### src/rtl/bvh_leaf_loader.sv
// Writer side of the BVH leaf table: byte stream in, 232-bit leaf records out.
// Optional trailing XOR checksum byte: define BVH_LEAF_LOADER_CHECKSUM_EN.
module bvh_leaf_loader #(
   parameter int LEAF_ADDR_WIDTH = 10
) (
   input  logic                       clk,
   input  logic                       resetn,
   input  logic                       start,
   input  logic [7:0]                 in_data,
   input  logic                       in_valid,
   output logic                       in_ready,
   output logic                       wr_en,
   output logic [LEAF_ADDR_WIDTH-1:0] wr_addr,
   output logic [231:0]               wr_data,
   output logic [LEAF_ADDR_WIDTH:0]   leaf_count,
   output logic                       busy,
   output logic                       done,
   output logic                       error
);

   localparam int RECORD_BYTES = 29;
   localparam int MAX_LEAVES   = 2**LEAF_ADDR_WIDTH;
   localparam logic [16:0] MAXV  = 17'(MAX_LEAVES);
   localparam logic [4:0]  LASTB = 5'(RECORD_BYTES - 1);

   typedef enum logic [2:0] {
      IDLE,
      HDR_HI,
      HDR_LO,
      PAYLOAD,
`ifdef BVH_LEAF_LOADER_CHECKSUM_EN
      CHECK,
`endif
      DONE,
      ERROR
   } state_t;

   state_t         state;
   logic [7:0]     n_hi;
   logic [16:0]    n_total;
   logic [4:0]     bcnt;
   logic [223:0]   acc;
`ifdef BVH_LEAF_LOADER_CHECKSUM_EN
   logic [7:0]     csum;
`endif

   logic           xfer;
   logic [16:0]    hdr;
   logic           last_rec;

   assign xfer     = in_valid & in_ready;
   assign hdr      = {1'b0, n_hi, in_data};
   // leaf_count doubles as the record ordinal of the record being assembled
   assign last_rec = (17'(leaf_count) + 17'd1) == n_total;

   always_ff @(posedge clk) begin
      if (!resetn) begin
         state      <= IDLE;
         in_ready   <= 1'b0;
         wr_en      <= 1'b0;
         wr_addr    <= '0;
         wr_data    <= '0;
         leaf_count <= '0;
         busy       <= 1'b0;
         done       <= 1'b0;
         error      <= 1'b0;
         n_hi       <= '0;
         n_total    <= '0;
         bcnt       <= '0;
         acc        <= '0;
`ifdef BVH_LEAF_LOADER_CHECKSUM_EN
         csum       <= '0;
`endif
      end else begin
         wr_en <= 1'b0;
         unique case (state)
            IDLE: begin
               if (start) begin
                  done       <= 1'b0;
                  error      <= 1'b0;
                  leaf_count <= '0;
                  busy       <= 1'b1;
                  in_ready   <= 1'b1;
`ifdef BVH_LEAF_LOADER_CHECKSUM_EN
                  csum       <= '0;
`endif
                  state      <= HDR_HI;
               end
            end

            HDR_HI: begin
               if (xfer) begin
                  n_hi  <= in_data;
`ifdef BVH_LEAF_LOADER_CHECKSUM_EN
                  csum  <= csum ^ in_data;
`endif
                  state <= HDR_LO;
               end
            end

            HDR_LO: begin
               if (xfer) begin
                  n_total <= hdr;
                  bcnt    <= '0;
`ifdef BVH_LEAF_LOADER_CHECKSUM_EN
                  csum    <= csum ^ in_data;
`endif
                  if (hdr > MAXV) begin
                     error    <= 1'b1;
                     busy     <= 1'b0;
                     in_ready <= 1'b0;
                     state    <= ERROR;
                  end else if (hdr == 17'd0) begin
`ifdef BVH_LEAF_LOADER_CHECKSUM_EN
                     state    <= CHECK;
`else
                     done     <= 1'b1;
                     busy     <= 1'b0;
                     in_ready <= 1'b0;
                     state    <= DONE;
`endif
                  end else begin
                     state    <= PAYLOAD;
                  end
               end
            end

            PAYLOAD: begin
               if (xfer) begin
`ifdef BVH_LEAF_LOADER_CHECKSUM_EN
                  csum <= csum ^ in_data;
`endif
                  if (bcnt == LASTB) begin
                     wr_data    <= {acc, in_data};
                     wr_addr    <= leaf_count[LEAF_ADDR_WIDTH-1:0];
                     wr_en      <= 1'b1;
                     leaf_count <= leaf_count + 1'b1;
                     bcnt       <= '0;
                     if (last_rec) begin
`ifdef BVH_LEAF_LOADER_CHECKSUM_EN
                        state    <= CHECK;
`else
                        done     <= 1'b1;
                        busy     <= 1'b0;
                        in_ready <= 1'b0;
                        state    <= DONE;
`endif
                     end
                  end else begin
                     acc  <= {acc[215:0], in_data};
                     bcnt <= bcnt + 1'b1;
                  end
               end
            end

`ifdef BVH_LEAF_LOADER_CHECKSUM_EN
            CHECK: begin
               if (xfer) begin
                  busy     <= 1'b0;
                  in_ready <= 1'b0;
                  if (in_data == csum) begin
                     done  <= 1'b1;
                     state <= DONE;
                  end else begin
                     error <= 1'b1;
                     state <= ERROR;
                  end
               end
            end
`endif

            DONE: begin
               state <= IDLE;
            end

            ERROR: begin
               state <= IDLE;
            end

            default: begin
               in_ready <= 1'b0;
               busy     <= 1'b0;
               state    <= IDLE;
            end
         endcase
      end
   end

endmodule
### config.mk
export PLATFORM = sky130hd
export DESIGN_NAME = bvh_leaf_loader
export DESIGN_NICKNAME = d
export VERILOG_FILES = /design/src/rtl/bvh_leaf_loader.sv
export SDC_FILE = /design/constraint.sdc
export NUM_CORES = 1
export LEC_CHECK = 0
export CORE_MARGIN = 10
export CORE_UTILIZATION = 39
export CTS_BUF_LIST = sky130_fd_sc_hd__clkbuf_16
export DETAILED_ROUTE_END_ITERATION = 8
export HOLD_SLACK_MARGIN = 0.05
export MAX_ROUTING_LAYER = met4
export SYNTH_ARGS = -nofsm -noshare
export SYNTH_HDL_FRONTEND = slang
export SYNTH_SLANG_ARGS = --single-unit
### constraint.sdc
create_clock -name clk -period 2.16 [get_ports clk]
set_clock_uncertainty 0.1 [all_clocks]
set_input_delay 0.648 -clock clk [delete_from_list [all_inputs] [get_ports clk]]
set_output_delay 0.648 -clock clk [all_outputs]
set_load 0.02 [all_outputs]
==> impl_metrics.py, run 1 <==
metrics = {
    "outcome": {
        "outcome": "complete, no violations",
    },
    "timing": {
        "worst_pin_slew_ns": 0.479,
        "hold_viol": 0,
        "hold_ws_ns": 0.348,
        "fin_crit_sh": 0.979,
        "min_period_ns": 2.11,
        "setup_violations": 0,
        "grt_setup_unrepaired": "yes",
        "relSlewSlack": 0.678,
        "maxSlewViolCount": 0,
        "fmax_mhz": 473,
    },
    "detailed_routing": {
        "routed_via_density": 4.84,
        "drc": 0,
        "wl_per_cell_um": 16.0,
        "dr.pass1.iters": 7,
        "routed_wl_mm": 53.2,
        "num_vias": 16100,
        "drtIter0Drc": 1037,
        "ant_nets": 0,
    },
    "synthesis": {
        "synth_most_common_cell": "nand2_1",
        "syn-num-nets": 2356,
        "yosysUniqueCellTypes": 48,
        "netlist_instances": 2341,
        "netlist_area_um2": 19600,
        "yosysWarnings": 0,
        "synth_compound_area_frac": 0.201,
        "synthSimpleGateAreaFrac": 0.220,
        "synth_top_family_by_area": "simple AND/OR/NAND/NOR gates",
        "synth_edf_count": 0,
        "avgSynthCellArea_um2": 8.37,
        "yosysTopAreaCell": "dfxtp_1",
        "yosys_most_used_dff": "dfxtp_1",
        "synth_xor_area_frac": 0.00760,
        "yosys-top-cells-count": "983 x nand2_1, 513 x dfxtp_1, 402 x a21boi_0",
        "ys_ff_latch": 513,
        "synthAdderAreaFrac": 0.00192,
        "synth_top_area_share": 0.524,
        "ys_seq_area_frac": 0.524,
        "synthArstFlopShare": 0,
        "synthTopCellsByArea": "dfxtp_1 52%, nand2_1 19%, a21boi_0 15%, a21boi_1 3.4%, buf_2 2.1%",
        "synth_mux_area_frac": 0.00460,
    },
    "clock_network": {
        "clock_path_buffers": 3,
        "path_clk_slew_ns": 0.06,
        "clk_latency_ns": 0.59,
        "cts.sinks": 513,
        "tritoncts": "done",
        "hold_buffers": 0,
        "cts_inserted_buffers": 54,
        "clock-root-buffer": "clkbuf_16",
        "cts_max_level": 2,
    },
    "placement": {
        "io_buffers": 269,
        "gp_congestion": 0.815,
        "hpwl_mm": 37.1,
    },
    "setup_path": {
        "path_max_fanout": 8,
        "cp-end-kind": "output port",
        "slowest_stage": "dfxtp_2",
        "critical-path-top-delay-family": "flip-flops",
        "slowest_delay_ns": 0.43,
        "worstSetupPathType": "reg -> out",
        "required_ns": 1.41,
        "cp_cell_sequence": "clkdlybuf4s15_2",
        "cp_num_buf_inv": 1,
        "arrival_ns": 1.37,
        "worst_setup_path_start_kind": "register",
    },
    "power": {
        "clkPwrFrac": 0.472,
        "internal_power_mw": 14.9,
        "power_density_nw_per_um2": 746,
        "swShare": 0.211,
        "total_power_mw": 18.9,
        "p_leak_nw": 9.63,
        "combPwrFrac": 0.025,
        "p_switching_mw": 3.99,
        "ir_drop_uv": 610,
        "p_seq_frac": 0.503,
    },
    "global_route": {
        "grtUsageTotal": 0.177,
        "grt_antenna_before_repair": 5,
        "grt_overflow_total": 0,
        "grt_pass1_vias": 15800,
        "grt_pass1_wl_mm": 84.7,
        "grt_max_degree": 82,
    },
    "floorplan": {
        "rows": 82,
        "ios": 270,
        "die_h_um": 244,
        "die_area_um2": 59600,
        "core_um2": 49900,
        "fp.dieW_um": 244,
        "start_util": 0.393,
    },
    "cells_and_area": {
        "drive_gt1_frac": 0.0919,
        "syn_to_final_growth_pct": 29.2,
        "finalNetCount": 2633,
    },
    "flow_run": {
        "max-cap-violations": 0,
    },
    "hold_path": {
        "hp-class": "reg -> reg",
    },
}
==> cells in the final DEF (no fill, tap or decap), drive strengths merged, types with 5 or more instances in the layout <==
cell           count
xnor2              9
clkdlybuf4s50     10
clkinv            22
dfxtp            513
clkbuf            58
xor2               8
dlygate4sd2      241
nor2b             14
buf              136
nand2            984
a21boi           491
inv               13
nand4              8
o21ai             16
a21oi              6
nor2              28
clkdlybuf4s15      9
diode              5
nor3               6
nand3             13
nor4               6
mux2i              9
==> metrics by stage <==
stage | utilization | TNS (ns) | setup slack (ns) | instance area (um2) | cells
after floorplan | - | 0 | 0.0227 | 19600 | 2341
after global placement | 0.477 | -154.74 | -0.726 | 23800 | 3232
after detailed placement | 0.477 | -167.76 | -0.782 | 23800 | 3232
after CTS | 0.505 | 0 | 0.000626 | 25200 | 3326
after global routing | 0.508 | -0.938 | -0.0521 | 25300 | 3333
final | 0.508 | 0 | 0.0463 | 25300 | 3333
==> final cells by class <==
cell class | instances | area (um2)
fillers | 4879 | 24600
diodes | 5 | 12.5
clock buffers | 57 | 1430
inverters | 4 | 15.0
well taps | 672 | 841
flip-flops and latches | 513 | 10300
multi-input cells | 1647 | 8630
clock inverters | 37 | 262
repair buffers | 398 | 3840
==> per-layer routing <==
metal | global-route usage | part of all wire | wire [um]
met1 | 0.214 | 0.45 | 23700
met4 | 0.0506 | 0.019 | 1020
met3 | 0.0366 | 0.050 | 2680
met5 | - | 0 | 0
met2 | 0.293 | 0.49 | 25800
==> flip-flops by register name, indices dropped and copies added (netlist names) <==
register and flops:
wr_addr 10, busy 1, bcnt 5, n_total 16
acc 224, leaf_count 11, error 1, done 1
state 3, n_hi 8, wr_data 232, wr_en 1
==> cells by family after synthesis <==
group           Yosys count
simple gates           1087
compound gates          531
flops                   513
buf+inv                 181
xor+xnor                 17
mux                       9
fa+ha+maj                 3
==> power by group through the flow <==
stage | sequential (mW) | clock (mW) | combinational, mW
final | 9.50 | 8.91 | 0.473
after global routing | 9.49 | 9.50 | 0.511
after CTS | 9.49 | 9.15 | 0.473
after detailed placement | 9.70 | 0 | 0.472
after global placement | 9.70 | 0 | 0.467
after floorplan | 9.70 | 0 | 0.298
==> final timing paths <==
check	from	endpoint	slack (ns)	depth (start not counted)
max	busy	busy	0.05	1
min	wr_data[89]	wr_data[89]	0.35	2
min reg2reg	wr_data[89]	wr_data[89]	0.35	2
max reg2reg	bcnt[0]	wr_data[31]	0.08	8
==> repair_timing <==
action	in CTS	in global routing
buffers inserted	0	1
gates resized for setup	307	11
gates cloned	0	1
setup endpoints to repair	262	103
pin swaps	0	4
Note: power is estimated with default switching activity, not from simulation.
==> run 2: changes to the inputs <==
--- a/config.mk
+++ b/config.mk
@@ -5,12 +5,13 @@
 export SDC_FILE = /design/constraint.sdc
 export NUM_CORES = 1
 export LEC_CHECK = 0
-export CORE_MARGIN = 10
+export CORE_MARGIN = 4
 export CORE_UTILIZATION = 39
 export CTS_BUF_LIST = sky130_fd_sc_hd__clkbuf_16
 export DETAILED_ROUTE_END_ITERATION = 8
-export HOLD_SLACK_MARGIN = 0.05
+export HOLD_SLACK_MARGIN = 0.06
 export MAX_ROUTING_LAYER = met4
+export SLEW_MARGIN = 40
 export SYNTH_ARGS = -nofsm -noshare
 export SYNTH_HDL_FRONTEND = slang
 export SYNTH_SLANG_ARGS = --single-unit
==> run 2 against run 1 <==
Sequential share of layout area is essentially flat. Routed wire length shrank 4.3%. Critical endpoint is now leaf_count[8]. Maximum frequency shrank 0.33%. Clock power grew 0.9%. Setup slack lost 0.0070 ns. Sequential cell count is the same. Register-to-register slack gained 0.04 ns. Sequential power is essentially flat.
==> impl_metrics.py, run 2 (same netlist as run 1, synthesis figures left out) <==
metrics = {
    "detailed_routing": {
        "routed_wl_mm": 50.9,
        "routed_via_density": 4.82,
        "ant_nets": 0,
        "wl_per_cell_um": 15.3,
        "drc": 0,
        "drtIter0Drc": 874,
        "num_vias": 16000,
        "dr.pass1.iters": 5,
    },
    "cells_and_area": {
        "multi_input_area_um2": 8590,
        "instances_no_fill": 3328,
        "n_fill_cell": 4813,
        "layout_commonest_cell": "nand2_1",
        "top_register": "wr_data",
        "largest_reg_flops": 232,
        "syn_to_final_growth_pct": 29.2,
        "drive_gt1_frac": 0.0924,
        "seqCellArea_um2": 10300,
        "final_cell_mix": "983 x nand2_1, 505 x dfxtp_1, 401 x a21boi_0",
        "finalNetCount": 2632,
        "utilization": 0.514,
        "design_area_um2": 25300,
        "reg_top3": "wr_data: 232 flops, acc: 224 flops, n_total: 16 flops",
    },
    "placement": {
        "gp_congestion": 0.784,
        "pre_cts_slack_ns": -0.699,
        "hpwl_mm": 34.6,
        "io_buffers": 269,
        "dpl_cell_area_um2": 23800,
        "dp_cells": 3223,
    },
    "power": {
        "p_seq_frac": 0.501,
        "total_power_mw": 18.9,
        "ir_drop_uv": 662,
        "internal_power_mw": 14.9,
        "clkPwrFrac": 0.474,
        "power_density_nw_per_um2": 749,
        "p_switching_mw": 4.02,
        "combPwrFrac": 0.025,
        "swShare": 0.212,
        "p_leak_nw": 9.65,
    },
    "floorplan": {
        "die_area_um2": 53900,
        "start_util": 0.398,
        "die_h_um": 232,
        "ios": 270,
        "fp.dieW_um": 232,
        "core_um2": 49300,
        "rows": 81,
    },
    "clock_network": {
        "clk_latency_ns": 0.59,
        "cts_max_level": 2,
        "cts_inserted_buffers": 55,
        "cts.sinks": 513,
        "clock_path_buffers": 3,
        "tritoncts": "done",
        "path_clk_slew_ns": 0.06,
        "clock-root-buffer": "clkbuf_16",
    },
    "outcome": {
        "outcome": "complete, no violations",
    },
    "global_route": {
        "grt_pass1_vias": 15800,
        "grt_pass1_wl_mm": 82.0,
        "grtUsageTotal": 0.189,
        "grt_antenna_before_repair": 3,
        "grt_max_degree": 111,
        "grt_overflow_total": 0,
    },
    "hold_path": {
        "hp-class": "in -> reg",
    },
    "setup_path": {
        "cp-end-kind": "output port",
        "slowest_stage": "dfxtp_2",
        "path_max_fanout": 9,
        "required_ns": 1.41,
        "cp_num_buf_inv": 1,
        "worst_setup_path_start_kind": "register",
        "critical-path-top-delay-family": "flip-flops",
        "worstSetupPathType": "reg -> out",
        "arrival_ns": 1.37,
        "cp_cell_sequence": "clkdlybuf4s15_2",
        "slowest_delay_ns": 0.47,
    },
    "timing": {
        "fmax_mhz": 472,
        "setup_violations": 0,
        "fin_ws_ns": 0.0393,
        "min_period_ns": 2.12,
        "grt_setup_unrepaired": "no",
        "worst_pin_slew_ns": 0.403,
        "fin_setup_tns_ns": 0,
        "maxSlewViolCount": 0,
        "hold_viol": 0,
        "relSlewSlack": 0.729,
        "fin_crit_sh": 0.982,
        "hold_ws_ns": 0.313,
    },
    "flow_run": {
        "max-cap-violations": 0,
    },
}
==> run 2: cell count changes in the layout (fill, tap and decap cells not counted), sizes merged <==
cell / change
dlygate4sd2: +1
diode: -2
clkbuf: +1
clkinv: +7
clkdlybuf4s18: -1
clkdlybuf4s15: -1
buf: -2
==> run 2: what timing repair did <==
action	4_1_cts	5_1_grt
endpoints found under the setup margin	263	69
gates resized for setup	308	16
hold buffers	0	0
setup buffers	0	1
pin swaps	1	1
==> run 2: per-layer routing <==
metal  wire, um  vias up  GRT usage
li1           -     8174          -
met5          0        -          -
met3       2420       76     0.0394
met2      24100      287      0.308
met4       1000        0     0.0471
met1      23300     7510      0.242
==> run 2: final timing paths <==
kind                 start             to  slack [ns]  cells past startpoint
min                 resetn   wr_data[111]        0.31                      2
max          leaf_count[8]  leaf_count[8]        0.04                      1
max reg2reg  leaf_count[1]           busy        0.12                      7
min reg2reg    wr_data[93]    wr_data[93]        0.35                      2
==> run 2: cell type report <==
type,instances,area share
Clock inverter,44,0.0119
Antenna cell,3,0.000297
Inverter,4,0.000593
Clock buffer,57,0.0564
Timing Repair Buffer,396,0.152
Tap cell,664,0.0328
Multi-Input combinational cell,1647,0.340
Sequential cell,513,0.407
==> run 2: power by group through the flow <==
| stage | logic (mW) | clock network (mW) | registers (mW) |
|---|---|---|---|
| after floorplan | 0.298 | 0 | 9.70 |
| after detailed placement | 0.467 | 0 | 9.71 |
| after CTS | 0.468 | 9.29 | 9.49 |
| final | 0.465 | 8.99 | 9.49 |
| after global placement | 0.463 | 0 | 9.70 |
| after global routing | 0.500 | 9.68 | 9.49 |
==> run 3: changes to the inputs <==
--- a/config.mk
+++ b/config.mk
@@ -11,6 +11,7 @@
 export DETAILED_ROUTE_END_ITERATION = 8
 export HOLD_SLACK_MARGIN = 0.06
 export MAX_ROUTING_LAYER = met4
+export SETUP_SLACK_MARGIN = 0.15
 export SLEW_MARGIN = 40
 export SYNTH_ARGS = -nofsm -noshare
 export SYNTH_HDL_FRONTEND = slang
==> run 3 against run 2 <==
Global-route usage up 0.22 points. Sequential share of layout area down 0.88 points. Hold slack better by 0.030 ns. Utilization up 1.2 points. Die area unchanged. Sequential cell count unchanged. Critical path depth up 6. Register-to-register slack better by 0.03 ns. Clock power up 8.1%. Total power up 4.0%. Critical endpoint is now state[2]. Largest cell class unchanged. Largest power group is now clock. Highest routed layer unchanged.
==> impl_metrics.py, run 3 (same netlist as run 1, synthesis figures left out) <==
metrics = {
    "outcome": {
        "outcome": "complete, no violations",
    },
    "placement": {
        "pre_cts_slack_ns": -0.721,
        "dpl_cell_area_um2": 23600,
        "hpwl_mm": 34.7,
        "dp_cells": 3205,
        "io_buffers": 269,
        "gp_congestion": 0.813,
    },
    "power": {
        "swShare": 0.206,
        "p_leak_nw": 9.07,
        "internal_power_mw": 15.6,
        "combPwrFrac": 0.025,
        "clkPwrFrac": 0.494,
        "ir_drop_uv": 478,
        "power_density_nw_per_um2": 761,
        "p_seq_frac": 0.482,
        "p_switching_mw": 4.07,
    },
    "timing": {
        "grt_setup_unrepaired": "yes",
        "worst_pin_slew_ns": 0.513,
        "fin_crit_sh": 0.932,
        "maxSlewViolCount": 0,
        "min_period_ns": 2.01,
        "hold_viol": 0,
        "fin_ws_ns": 0.146,
        "relSlewSlack": 0.655,
        "fin_setup_tns_ns": 0,
        "setup_violations": 0,
        "fmax_mhz": 497,
    },
    "cells_and_area": {
        "utilization": 0.526,
        "n_fill_cell": 4714,
        "drive_gt1_frac": 0.185,
        "top_register": "wr_data",
        "finalNetCount": 2648,
        "layout_commonest_cell": "nand2_1",
        "instances_no_fill": 3346,
        "syn_to_final_growth_pct": 32.2,
        "reg_top3": "wr_data: 232 flops, acc: 224 flops, n_total: 16 flops",
        "final_cell_mix": "982 x nand2_1, 501 x dfxtp_1, 364 x a21boi_0",
        "design_area_um2": 25900,
        "largest_reg_flops": 232,
    },
    "detailed_routing": {
        "drtIter0Drc": 858,
        "wl_per_cell_um": 16.0,
        "routed_wl_mm": 53.6,
        "ant_nets": 0,
        "routed_via_density": 4.86,
        "num_vias": 16300,
        "drc": 0,
        "dr.pass1.iters": 5,
    },
    "hold_path": {
        "hp-class": "in -> reg",
    },
    "flow_run": {
        "max-cap-violations": 0,
    },
    "clock_network": {
        "cts_inserted_buffers": 55,
        "clk_latency_ns": 0.58,
        "clock_path_buffers": 3,
        "cts_max_level": 2,
        "hold_buffers": 0,
        "tritoncts": "done",
        "path_clk_slew_ns": 0.06,
        "clock-root-buffer": "clkbuf_16",
        "cts.sinks": 513,
    },
    "setup_path": {
        "cp-end-kind": "register",
        "arrival_ns": 2.39,
        "worstSetupPathType": "reg -> reg",
        "r2r_slack_ns": 0.15,
        "required_ns": 2.54,
        "path_max_fanout": 6,
        "worst_setup_path_start_kind": "register",
    },
    "floorplan": {
        "fp.dieW_um": 232,
        "rows": 81,
        "die_h_um": 232,
        "start_util": 0.398,
        "core_um2": 49300,
        "die_area_um2": 53900,
        "ios": 270,
    },
    "global_route": {
        "grt_overflow_total": 0,
        "grt_pass1_vias": 15800,
        "grt_pass1_wl_mm": 82.9,
        "grtUsageTotal": 0.191,
        "grt_antenna_before_repair": 3,
        "grt_max_degree": 109,
    },
}
[run 3: changes by cell type in the layout (fill, tap and decap cells not counted), sizes merged]
| cell | change |
|---|---|
| clkdlybuf4s50 | -5 |
| clkbuf | +41 |
| buf | +79 |
| dlygate4sd2 | -240 |
| dlymetal6s2s | +3 |
| inv | +3 |
| clkinv | -7 |
| bufinv | +6 |
| clkdlybuf4s15 | +138 |
[run 3: area by class of cell]
class	count	area, um2	area share
sequential	513	10300	0.398
multi-input combinational	1647	8670	0.335
timing repair buffer	412	4190	0.162
clock buffer	57	1430	0.0551
tap	664	831	0.0321
clock inverter	46	450	0.0174
inverter	4	15.0	0.000580
antenna	3	7.51	0.000290
[run 3: worst paths after layout]
check / start / cells after the start / end
min reg2reg: wr_data[82] / 2 / wr_data[82]
max: leaf_count[1] / 7 / state[2]
min: resetn / 2 / acc[111]
max reg2reg: leaf_count[1] / 7 / state[2]
[run 3: power by group through the flow]
stage                     clock network, mW  registers [mW]  logic [mW]
after floorplan                           0            9.70       0.298
after global placement                    0            9.70       0.468
after detailed placement                  0            9.70       0.472
after CTS                              9.98            9.48       0.474
after global routing                   10.3            9.48       0.525
final                                  9.72            9.48       0.489
[run 3: through the flow]
stage	hold WS, ns	total power, mW
2_1_floorplan	0.331	10.0
3_3_place_gp	0.343	10.2
3_5_place_dp	0.348	10.2
4_1_cts	0.303	19.9
5_1_grt	0.323	20.3
6_report	0.343	19.7
[run 3: timing repair]
| action | 4_1_cts | 5_1_grt |
|---|---|---|
| gates resized for setup | 846 | 119 |
| pin swaps | 5 | 15 |
| endpoints found under the setup margin | 425 | 385 |
| gates cloned | 1 | 12 |
| setup buffers | 4 | 18 |
[run 3: layer usage]
| metal | vias up | wire [um] | track usage |
|---|---|---|---|
| met5 | - | 0 | - |
| met4 | 0 | 1130 | 0.0534 |
| met3 | 71 | 2200 | 0.0316 |
| met2 | 295 | 25700 | 0.312 |
| met1 | 7705 | 24500 | 0.247 |
| li1 | 8193 | - | - |
[run 3: worst max-delay path: stages (launching register included)]
cell     delay (ns)
dfxtp_4        0.39
ha_4           0.20
nand3_4        0.12
or4_1          0.53
nand3_1        0.12
nor4_1         0.05
and4_2         0.22
o21a_1         0.17
